$ cat src/rtl/fpu_float_pipe_ctrl_pkg.sv
// Shared types for the FP float control/retiming pipeline.
package fpu_float_pipe_ctrl_pkg;

  localparam int unsigned FP_DATA_W   = 33;
  localparam int unsigned FP_RD_W     = 5;
  localparam int unsigned FP_FFLAGS_W = 5;

  typedef struct packed {
    logic nv;
    logic dz;
    logic of;
    logic uf;
    logic nx;
  } fflags_s;

  // Default-width stage record; the top re-declares it with its own widths.
  typedef struct packed {
    logic                 v;
    logic                 long_op;
    logic [FP_RD_W-1:0]   rd;
    logic [FP_DATA_W-1:0] result;
    fflags_s              fflags;
  } fpu_pipe_stage_s;

endpackage

$ cat src/rtl/fpu_float_pipe_ctrl_if.sv
// Issue, long-unit, writeback and hazard-probe signals of the FP control pipeline.
interface fpu_float_pipe_ctrl_if #(
  parameter int els_p            = 2,
  parameter int data_width_p     = 33,
  parameter int reg_addr_width_p = 5,
  parameter int fflags_width_p   = 5
);
  localparam int InflightW = $clog2(els_p + 1);

  logic [els_p-1:0]                  stall_i;
  logic                              v_i;
  logic                              long_i;
  logic [reg_addr_width_p-1:0]       rd_i;
  logic [data_width_p-1:0]           short_result_i;
  logic [fflags_width_p-1:0]         short_fflags_i;
  logic                              long_v_i;
  logic [data_width_p-1:0]           long_result_i;
  logic [fflags_width_p-1:0]         long_fflags_i;
  logic                              v_o;
  logic [data_width_p-1:0]           result_o;
  logic [fflags_width_p-1:0]         fflags_o;
  logic [reg_addr_width_p-1:0]       rd_o;
  logic [els_p-1:0]                  stage_v_o;
  logic [els_p*reg_addr_width_p-1:0] stage_rd_o;
  logic [reg_addr_width_p-1:0]       check_rd_i;
  logic                              check_hit_o;
  logic [InflightW-1:0]              inflight_o;
  logic                              err_o;

  modport master (
    output stall_i, v_i, long_i, rd_i, short_result_i, short_fflags_i,
           long_v_i, long_result_i, long_fflags_i, check_rd_i,
    input  v_o, result_o, fflags_o, rd_o, stage_v_o, stage_rd_o,
           check_hit_o, inflight_o, err_o
  );

  modport slave (
    input  stall_i, v_i, long_i, rd_i, short_result_i, short_fflags_i,
           long_v_i, long_result_i, long_fflags_i, check_rd_i,
    output v_o, result_o, fflags_o, rd_o, stage_v_o, stage_rd_o,
           check_hit_o, inflight_o, err_o
  );
endinterface

$ cat src/rtl/fpu_float_pipe_ctrl_stage.sv
// One pipeline stage register: hold on own stall, bubble when upstream stalls, else load.
module fpu_float_pipe_ctrl_stage
  import fpu_float_pipe_ctrl_pkg::*;
#(
  parameter type stage_t = fpu_pipe_stage_s
) (
  input  logic   clk_i,
  input  logic   reset_n_i,
  input  logic   hold_i,
  input  logic   bubble_i,
  input  stage_t d_i,
  output stage_t q_o
);

  stage_t stage_q, stage_d;

  // Payload only moves with a valid op so a bubble keeps the old rd/result.
  always_comb begin
    stage_d = stage_q;
    if (!hold_i) begin
      if (bubble_i) begin
        stage_d.v = 1'b0;
      end else if (d_i.v) begin
        stage_d = d_i;
      end else begin
        stage_d.v = 1'b0;
      end
    end
  end

  always_ff @(posedge clk_i or negedge reset_n_i) begin
    if (!reset_n_i) stage_q <= '0;
    else            stage_q <= stage_d;
  end

  assign q_o = stage_q;

endmodule

$ cat src/rtl/fpu_float_pipe_ctrl.sv
// FP float control pipeline: carries rd/op class/short results alongside the long unit
// and selects the final writeback; exposes per-stage state for bypass/stall logic.
module fpu_float_pipe_ctrl
  import fpu_float_pipe_ctrl_pkg::*;
#(
  parameter int els_p            = 2,
  parameter int data_width_p     = FP_DATA_W,
  parameter int reg_addr_width_p = FP_RD_W,
  parameter int fflags_width_p   = FP_FFLAGS_W
) (
  input logic                  clk_i,
  input logic                  reset_n_i,
  fpu_float_pipe_ctrl_if.slave bus
);

  localparam int InflightW = $clog2(els_p + 1);

  typedef struct packed {
    logic                        v;
    logic                        long_op;
    logic [reg_addr_width_p-1:0] rd;
    logic [data_width_p-1:0]     result;
    logic [fflags_width_p-1:0]   fflags;
  } stage_t;

  stage_t                            stage_in [els_p];
  stage_t                            stage_q  [els_p];
  stage_t                            last;
  logic   [els_p-1:0]                bubble;
  logic   [els_p-1:0]                stall_order_bad;
  logic   [els_p-1:0]                stage_v;
  logic   [els_p*reg_addr_width_p-1:0] stage_rd;
  logic   [InflightW-1:0]            inflight;
  logic                              hit;
  logic                              stall_order_err;
  logic                              long_v_err;
  logic                              err_q, err_d;

  // Stage k bubbles when stage k-1 is stalled; stage 0 never bubbles.
  assign bubble          = {bus.stall_i[els_p-2:0], 1'b0};
  assign stall_order_bad = bus.stall_i & ~{bus.stall_i[els_p-2:0], 1'b1};
  assign stall_order_err = |stall_order_bad;

  genvar gi;
  generate
    for (gi = 0; gi < els_p; gi++) begin : g_stage
      if (gi == 0) begin : g_head
        assign stage_in[gi] = '{v:       bus.v_i,
                                long_op: bus.long_i,
                                rd:      bus.rd_i,
                                result:  bus.short_result_i,
                                fflags:  bus.short_fflags_i};
      end else begin : g_body
        assign stage_in[gi] = stage_q[gi-1];
      end

      fpu_float_pipe_ctrl_stage #(.stage_t(stage_t)) u_stage (
        .clk_i    (clk_i),
        .reset_n_i(reset_n_i),
        .hold_i   (bus.stall_i[gi]),
        .bubble_i (bubble[gi]),
        .d_i      (stage_in[gi]),
        .q_o      (stage_q[gi])
      );

      assign stage_v[gi]                                        = stage_q[gi].v;
      assign stage_rd[gi*reg_addr_width_p +: reg_addr_width_p] = stage_q[gi].rd;
    end
  endgenerate

  assign last = stage_q[els_p-1];

  // The final stage is already on the bypass path, so it is excluded from the hazard probe.
  always_comb begin
    inflight = '0;
    hit      = 1'b0;
    for (int k = 0; k < els_p; k++) begin
      inflight = inflight + InflightW'(stage_q[k].v);
    end
    for (int k = 0; k < els_p - 1; k++) begin
      if (stage_q[k].v && (stage_q[k].rd == bus.check_rd_i)) hit = 1'b1;
    end
  end

  assign long_v_err = bus.long_v_i != (last.v & last.long_op);
  assign err_d      = err_q | stall_order_err | long_v_err;

  always_ff @(posedge clk_i or negedge reset_n_i) begin
    if (!reset_n_i) err_q <= 1'b0;
    else            err_q <= err_d;
  end

  assign bus.v_o         = last.v;
  assign bus.rd_o        = last.rd;
  assign bus.result_o    = last.long_op ? bus.long_result_i : last.result;
  assign bus.fflags_o    = last.long_op ? bus.long_fflags_i : last.fflags;
  assign bus.stage_v_o   = stage_v;
  assign bus.stage_rd_o  = stage_rd;
  assign bus.check_hit_o = hit;
  assign bus.inflight_o  = inflight;
  assign bus.err_o       = err_q;

`ifndef SYNTHESIS
  always_ff @(posedge clk_i) begin
    if (reset_n_i) begin
      assert (!stall_order_err) else $warning("stall_i[k] asserted without stall_i[k-1]");
      assert (!long_v_err) else $warning("long_v_i disagrees with final stage long op");
    end
  end
`endif

endmodule
$ cat src/flat_wrapper.sv
// flat-port wrapper written by rule: the top's interface ports become plain ports
module fpu_float_pipe_ctrl_flat import fpu_float_pipe_ctrl_pkg::*;
#(
  parameter int els_p            = 2,
  parameter int data_width_p     = FP_DATA_W,
  parameter int reg_addr_width_p = FP_RD_W,
  parameter int fflags_width_p   = FP_FFLAGS_W
)
  (clk_i, reset_n_i, bus_stall_i, bus_v_i, bus_long_i, bus_rd_i, bus_short_result_i, bus_short_fflags_i, bus_long_v_i, bus_long_result_i, bus_long_fflags_i, bus_check_rd_i, bus_v_o, bus_result_o, bus_fflags_o, bus_rd_o, bus_stage_v_o, bus_stage_rd_o, bus_check_hit_o, bus_inflight_o, bus_err_o);
  fpu_float_pipe_ctrl_if #(.els_p(els_p), .data_width_p(data_width_p), .reg_addr_width_p(reg_addr_width_p), .fflags_width_p(fflags_width_p)) bus_i ();
  input logic clk_i;
  input logic reset_n_i;
  input wire logic [$bits(bus_i.stall_i)-1:0] bus_stall_i;
  input wire logic [$bits(bus_i.v_i)-1:0] bus_v_i;
  input wire logic [$bits(bus_i.long_i)-1:0] bus_long_i;
  input wire logic [$bits(bus_i.rd_i)-1:0] bus_rd_i;
  input wire logic [$bits(bus_i.short_result_i)-1:0] bus_short_result_i;
  input wire logic [$bits(bus_i.short_fflags_i)-1:0] bus_short_fflags_i;
  input wire logic [$bits(bus_i.long_v_i)-1:0] bus_long_v_i;
  input wire logic [$bits(bus_i.long_result_i)-1:0] bus_long_result_i;
  input wire logic [$bits(bus_i.long_fflags_i)-1:0] bus_long_fflags_i;
  input wire logic [$bits(bus_i.check_rd_i)-1:0] bus_check_rd_i;
  output wire logic [$bits(bus_i.v_o)-1:0] bus_v_o;
  output wire logic [$bits(bus_i.result_o)-1:0] bus_result_o;
  output wire logic [$bits(bus_i.fflags_o)-1:0] bus_fflags_o;
  output wire logic [$bits(bus_i.rd_o)-1:0] bus_rd_o;
  output wire logic [$bits(bus_i.stage_v_o)-1:0] bus_stage_v_o;
  output wire logic [$bits(bus_i.stage_rd_o)-1:0] bus_stage_rd_o;
  output wire logic [$bits(bus_i.check_hit_o)-1:0] bus_check_hit_o;
  output wire logic [$bits(bus_i.inflight_o)-1:0] bus_inflight_o;
  output wire logic [$bits(bus_i.err_o)-1:0] bus_err_o;
  assign bus_i.stall_i = bus_stall_i;
  assign bus_i.v_i = bus_v_i;
  assign bus_i.long_i = bus_long_i;
  assign bus_i.rd_i = bus_rd_i;
  assign bus_i.short_result_i = bus_short_result_i;
  assign bus_i.short_fflags_i = bus_short_fflags_i;
  assign bus_i.long_v_i = bus_long_v_i;
  assign bus_i.long_result_i = bus_long_result_i;
  assign bus_i.long_fflags_i = bus_long_fflags_i;
  assign bus_i.check_rd_i = bus_check_rd_i;
  assign bus_v_o = bus_i.v_o;
  assign bus_result_o = bus_i.result_o;
  assign bus_fflags_o = bus_i.fflags_o;
  assign bus_rd_o = bus_i.rd_o;
  assign bus_stage_v_o = bus_i.stage_v_o;
  assign bus_stage_rd_o = bus_i.stage_rd_o;
  assign bus_check_hit_o = bus_i.check_hit_o;
  assign bus_inflight_o = bus_i.inflight_o;
  assign bus_err_o = bus_i.err_o;
  fpu_float_pipe_ctrl #(.els_p(els_p), .data_width_p(data_width_p), .reg_addr_width_p(reg_addr_width_p), .fflags_width_p(fflags_width_p)) u_core (.clk_i(clk_i), .reset_n_i(reset_n_i), .bus(bus_i));
endmodule
$ cat config.mk
export PLATFORM = sky130hd
export DESIGN_NAME = fpu_float_pipe_ctrl_flat
export DESIGN_NICKNAME = d
export VERILOG_FILES = /design/src/rtl/fpu_float_pipe_ctrl_pkg.sv /design/src/rtl/fpu_float_pipe_ctrl_if.sv /design/src/rtl/fpu_float_pipe_ctrl_stage.sv /design/src/rtl/fpu_float_pipe_ctrl.sv /design/src/flat_wrapper.sv
export SDC_FILE = /design/constraint.sdc
export NUM_CORES = 1
export LEC_CHECK = 0
export BUFFER_PORTS_ARGS = -buffer_cell sky130_fd_sc_hd__buf_4
export CORE_ASPECT_RATIO = 1.75
export CORE_MARGIN = 5
export CORE_UTILIZATION = 30
export CTS_CLUSTER_SIZE = 28
export DETAILED_ROUTE_END_ITERATION = 10
export GPL_TIMING_DRIVEN = 1
export SKIP_CTS_REPAIR_TIMING = 1
export SYNTH_ARGS = -nofsm -noshare
export SYNTH_HDL_FRONTEND = slang
export SYNTH_SLANG_ARGS = --single-unit
$ cat constraint.sdc
create_clock -name clk_i -period 1.4 [get_ports clk_i]
set_input_delay 0.07 -clock clk_i [delete_from_list [all_inputs] [get_ports clk_i]]
set_output_delay 0.07 -clock clk_i [all_outputs]
set_load 0.01 [all_outputs]
### Yosys cells after proc, flatten, opt, wreduce, memory -nomap -nowiden

Cells that the tools add are included.

| word-level totals | value |
|---|---|
| flip-flop bits (word level) | 91 |
| input port bits | 93 |
| output and inout port bits | 60 |
| logic and storage cells | 31 |

| operators by class | value |
|---|---|
| $add $sub $neg | 1 |
| equality and inequality tests | 2 |
| multiplexer cells | 6 |
| bitwise logic cells | 7 |
| reduce and logical (&&, ||, !) cells | 4 |

Operator list:

| kind | count |
|---|---|
| 2-to-1 mux 33 bit | 1 |
| equality test 5 bit | 1 |
| 2-to-1 mux 5 bit | 1 |
| 2-to-1 mux 1 bit | 4 |
| AND reduction 3 bit | 1 |
| adder 1 x 1 -> 2 bit | 1 |
| AND 2 bit | 1 |
| inverter 1 bit | 2 |
| inverter 2 bit | 1 |
| OR 1 bit | 2 |
| AND reduction 2 bit | 1 |
| OR reduction 2 bit | 1 |
| AND 1 bit | 1 |
| logical AND 1 bit | 1 |
| != test 1 bit | 1 |

### Longest topological paths before layout

| depth | value |
|---|---|
| word-level depth | 5 |
| gate-level depth with buffers | 4 |

### Hierarchy

From an unflattened synthesis, not the netlist that was laid out.

| second synthesis, totals | value |
|---|---|
| cells, all modules | 255 |
| area total of the unflattened synthesis | 4423.0 µm² |

By module, submodules not included:

| module | instances | cells an instance | area an instance (µm²) |
|---|---|---|---|
| fpu_float_pipe_ctrl_stage | 2 | 96 | 1879.3 |
| fpu_float_pipe_ctrl | 1 | 63 | 664.4 |

### Least setup slack after synthesis

OpenSTA, ideal clock, no wires.

| timing | value |
|---|---|
| path type | reg-to-reg |
| start | register u_core.g_stage[0].u_stage.q_o[44] (netlist name) |
| end | register u_core.g_stage[1].u_stage.q_o[0] (netlist name) |
| arrival time | 1.164 ns |
| data required time | 1.275 ns |
| path slack | 0.111 ns |
| stages on the path, launching flop included | 5 |
| clock period less this slack | 1.289 ns |
| path through | dfrtp_1 nor3b_2 buf_6 buf_12 mux2_4 |

| on the way | value |
|---|---|
| cells in the longest elaborated chain, start to end | 1 |

Ends and longest elaborated chain:

| what |
|---|
| AND reduction 3 bit (no line) |

Every way passes these cells.
A chain may end at the register's enable or synchronous reset.

### Worst setup path after layout

| timing | value |
|---|---|
| start | register u_core.g_stage[0].u_stage.q_o[40] (netlist name) |
| end | output port bus_check_hit_o |

| on the way | value |
|---|---|
| cells in the longest elaborated chain, start to end | 3 |

Ends and longest elaborated chain:

| what | line | text |
|---|---|---|
| equality test 5 bit | fpu_float_pipe_ctrl.sv:81 | `if (stage_q[k].v && (stage_q[k].rd == bus.check_rd_i)) hit = 1'b1;` |
| logical AND 1 bit | fpu_float_pipe_ctrl.sv:81 |  |
| 2-to-1 mux 1 bit | fpu_float_pipe_ctrl.sv:81 |  |
| end: declaration | flat_wrapper.sv:29 | `output wire logic [$bits(bus_i.check_hit_o)-1:0] bus_check_hit_o;` |

Every way passes these cells.

==> reports/qor.log <==
INFO  status         run_status=finished, violations left
INFO  status         violations=negative setup slack
INFO  timing         timing_worst_slew_pin_value=0.329ns
INFO  placement      routability_congestion_estimate=0.734
INFO  setup_path     arrival=1.48ns
INFO  clocking       cts.reportedPaths.clkPinSlew=0.06ns
INFO  cells_and_area final_cell_area=6510µm²
INFO  clocking       cts_buffers=9
INFO  placement      placement.cell_area=5510µm²
INFO  clocking       cts_sinks=91
INFO  routing        via_per_inst=4.36
INFO  cells_and_area num_antenna_cells=0
INFO  floorplanning  dieArea=16800µm²
INFO  floorplanning  starting_density_of_the_core=30.7%
INFO  clocking       cts_tree=yes
INFO  grt            first_global_vias=3040
INFO  synth          synth_fp_nets=359
INFO  power_and_ir_drop power_per_cell_area=1480nW/µm²
INFO  cells_and_area flow.area_growth_from_synthesis=52.6%
INFO  routing        post_drt_wl_per_cell=16.9µm
INFO  grt            grtUsageTotal=12.0%
INFO  timing         setup_viol_count_final=39
INFO  cells_and_area post_layout_nonfiller_instances=644
INFO  synth          syn_inst=265
INFO  setup_path     worst_flop_to_flop_path_endpoint=u_core.g_stage[1].u_stage.q_o[6]
INFO  synth          synth-simple-area-share=0.909%
INFO  grt            grt_max_degree=39
INFO  routing        first_pass_iters=4
INFO  synth          synth_compound_gate_area_share=0.469%
INFO  clocking       cts_root_buffer=sky130_fd_sc_hd__clkbuf_16
INFO  cells_and_area drive_gt1_share=66.4%
INFO  synth          synthesis.area_per_instance=16.1µm²
INFO  power_and_ir_drop static-leakage-power=0.00304µW
INFO  floorplanning  core.rowCount=57
INFO  placement      placement.io_buffers=152
INFO  setup_path     setup.reg_to_reg.worst_slack=0ns
INFO  routing        drt_iter0_drc=50
INFO  hold_path      start_point_of_the_worst_hold_path=bus_stall_i[1]
INFO  hold_path      worst_hold_endpoint=u_core.bus.err_o
INFO  cells_and_area final_net_count=556
INFO  floorplanning  pin_count=153
INFO  synth          synth_xor_xnor_area_share=1.23%
INFO  timing         final_max_slew_viol_count=0
INFO  timing         smallest_hold_slack=0.0116ns
INFO  synth          synth.yosys.seq_area_share=53.4%
INFO  power_and_ir_drop ir_drop=0.631mV
INFO  synth          synth.mux.area_fraction=36.7%
INFO  clocking       insertion_delay=0.33ns
INFO  timing         tns=-4.02ns
INFO  placement      placed_cells_incl_taps=574
INFO  floorplanning  core-area=13900µm²
INFO  clocking       cts_max_level=3
INFO  timing         worst_slack=-0.148ns
INFO  grt            antenna_found_initial=0
INFO  synth          post_synth_fa_ha_maj_area_fraction=0.293%
INFO  timing         finalWorstPathRequiredPeriod=1.55ns
INFO  setup_path     cp-end-kind=output port
INFO  routing        drc_viols=0
INFO  timing         achievable-frequency=646MHz
INFO  setup_path     worst_ep_required=1.33ns
INFO  hold_path      cell_count_of_the_worst_hold_path=3
INFO  routing        route.final.wire_length=10900µm
INFO  run            drv_cap=0
INFO  synth          synth_top_family_by_area=multiplexers
INFO  grt            grt-ovfl-total=0
INFO  setup_path     criticalPathCategory=reg -> out
INFO  timing         clock-skew-final=0.00400ns
INFO  grt            grt_first_pass_wirelength=15500µm
INFO  timing         grt_setup_unrepaired=true
INFO  setup_path     worstRegToRegCells=4
INFO  synth          yosys_cell_types=19
INFO  floorplanning  floorplan.die.height=168µm
INFO  routing        count_of_vias_placed_by_the_detailed_router=2811
INFO  timing         finalHoldViolCount=0
INFO  hold_path      hp-class=in -> reg
INFO  routing        route.antenna.remaining_nets=0
INFO  clocking       cts_buffer_depth=2
INFO  floorplanning  fp.dieW=100µm
INFO  setup_path     reg2reg_from=u_core.g_stage[0].u_stage.q_o[44]
INFO  synth          yosys_warnings=0
INFO  synth          netlist_area=4270µm²
INFO  synth          synth_seq_cells=91
INFO  timing         slew_headroom=78.1%
INFO  setup_path     startpoint=u_core.g_stage[0].u_stage.q_o[40]
INFO  setup_path     critPathMaxFanout=4
INFO  setup_path     start_kind=register
INFO  placement      dp.final_hpwl=7630µm
INFO  cells_and_area filler_cell_count=1234
INFO  timing         timing.final.crit_share=111%
-- power breakdown --
group | switching, µW | leakage, µW | internal [µW] | total (µW)
sequential | 430 | 0.00107 | 3250 | 3680
clock | 948 | 0.000150 | 1560 | 2510
combinational | 1150 | 0.00182 | 2260 | 3420
-- synthesized netlist by cell type (all sizes together) --
cell type	count	area, µm²
a21o	2	15.0
buf	31	295
nor2b	1	6.26
and3	1	6.26
ha	1	12.5
inv	1	3.75
nand2	2	7.51
nor4	1	6.26
xnor2	1	8.76
dfrtp	91	2280
a21oi	1	5.00
nor3b	1	12.5
mux2	126	1570
xor2	5	43.8
-- metrics by stage --
| step | utilization [%] | setup slack [ns] | power [µW] |
|---|---|---|---|
| after detailed placement | 39.6 | 0.00904 | 6820 |
| after global routing | 46.8 | -0.205 | 10100 |
| after floorplan | - | 0.111 | 5520 |
| final | 46.8 | -0.148 | 9600 |
| after global placement | 39.6 | 0.0556 | 6750 |
| after CTS | 41.8 | -0.177 | 9410 |
-- kinds of logic (layout without fill, tap and decap cells) --
family,Yosys count,after routing
fa+ha+maj,1,1
flops,91,91
simple gates,6,6
buf+inv,32,234
xor+xnor,6,6
compound gates,3,3
mux,126,126
-- cell usage in the layout, fill, tap and decap left out, drive strengths merged --
cell type    synthesis  final
nor3b                1      1
inv                  1      1
mux2               126    126
a21o                 2      2
xor2                 5      5
nor4                 1      1
a21oi                1      1
bufinv               0      2
clkinvlp             0      1
clkinv               0      2
dlygate4sd3          0     47
buf                 31    168
clkbuf               0     13
nor2b                1      1
xnor2                1      1
dfrtp               91     91
nand2                2      2
ha                   1      1
and3                 1      1
-- cell type report --
cell class                 instances  area [µm²]  share of cell area (%)
clock buffer                      11         233                    3.58
clock inverter                     5        77.6                    1.19
inverter                           1        3.75                  0.0577
multi-input combinational        142        1770                    27.2
sequential                        91        2280                    35.0
tap                              177         221                    3.40
timing repair buffer             217        1930                    29.6
-- layer usage --
layer	up-vias	GRT usage, %	share of wire, %	routed length, µm
li1	1313	-	-	-
met1	1416	12.0	36	3910
met2	71	22.7	58	6360
met3	11	3.08	4.2	456
met4	0	5.10	1.6	172
met5	-	0	0	0
-- registers in the layout, indices dropped and copies added, names as in the netlist --
signal,count
u_core.g_stage.u_stage.q_o,90
u_core.bus.err_o,1
-- worst max path at each step --
stage	to	depth (start not counted)
CTS	bus_check_hit_o	4
global route	bus_check_hit_o	4
detailed placement	u_core.g_stage[1].u_stage.q_o[32]	3
finish	bus_check_hit_o	4
floorplan	u_core.g_stage[1].u_stage.q_o[0]	4
global placement	u_core.g_stage[1].u_stage.q_o[0]	3
-- worst max-delay path: stages (launching register included) --
cell	delay, ns
sky130_fd_sc_hd__dfrtp_1	0.43
sky130_fd_sc_hd__xor2_1	0.16
sky130_fd_sc_hd__nor4_1	0.25
sky130_fd_sc_hd__and3_1	0.20
sky130_fd_sc_hd__buf_4	0.12
(Power assumes the default switching activity.)
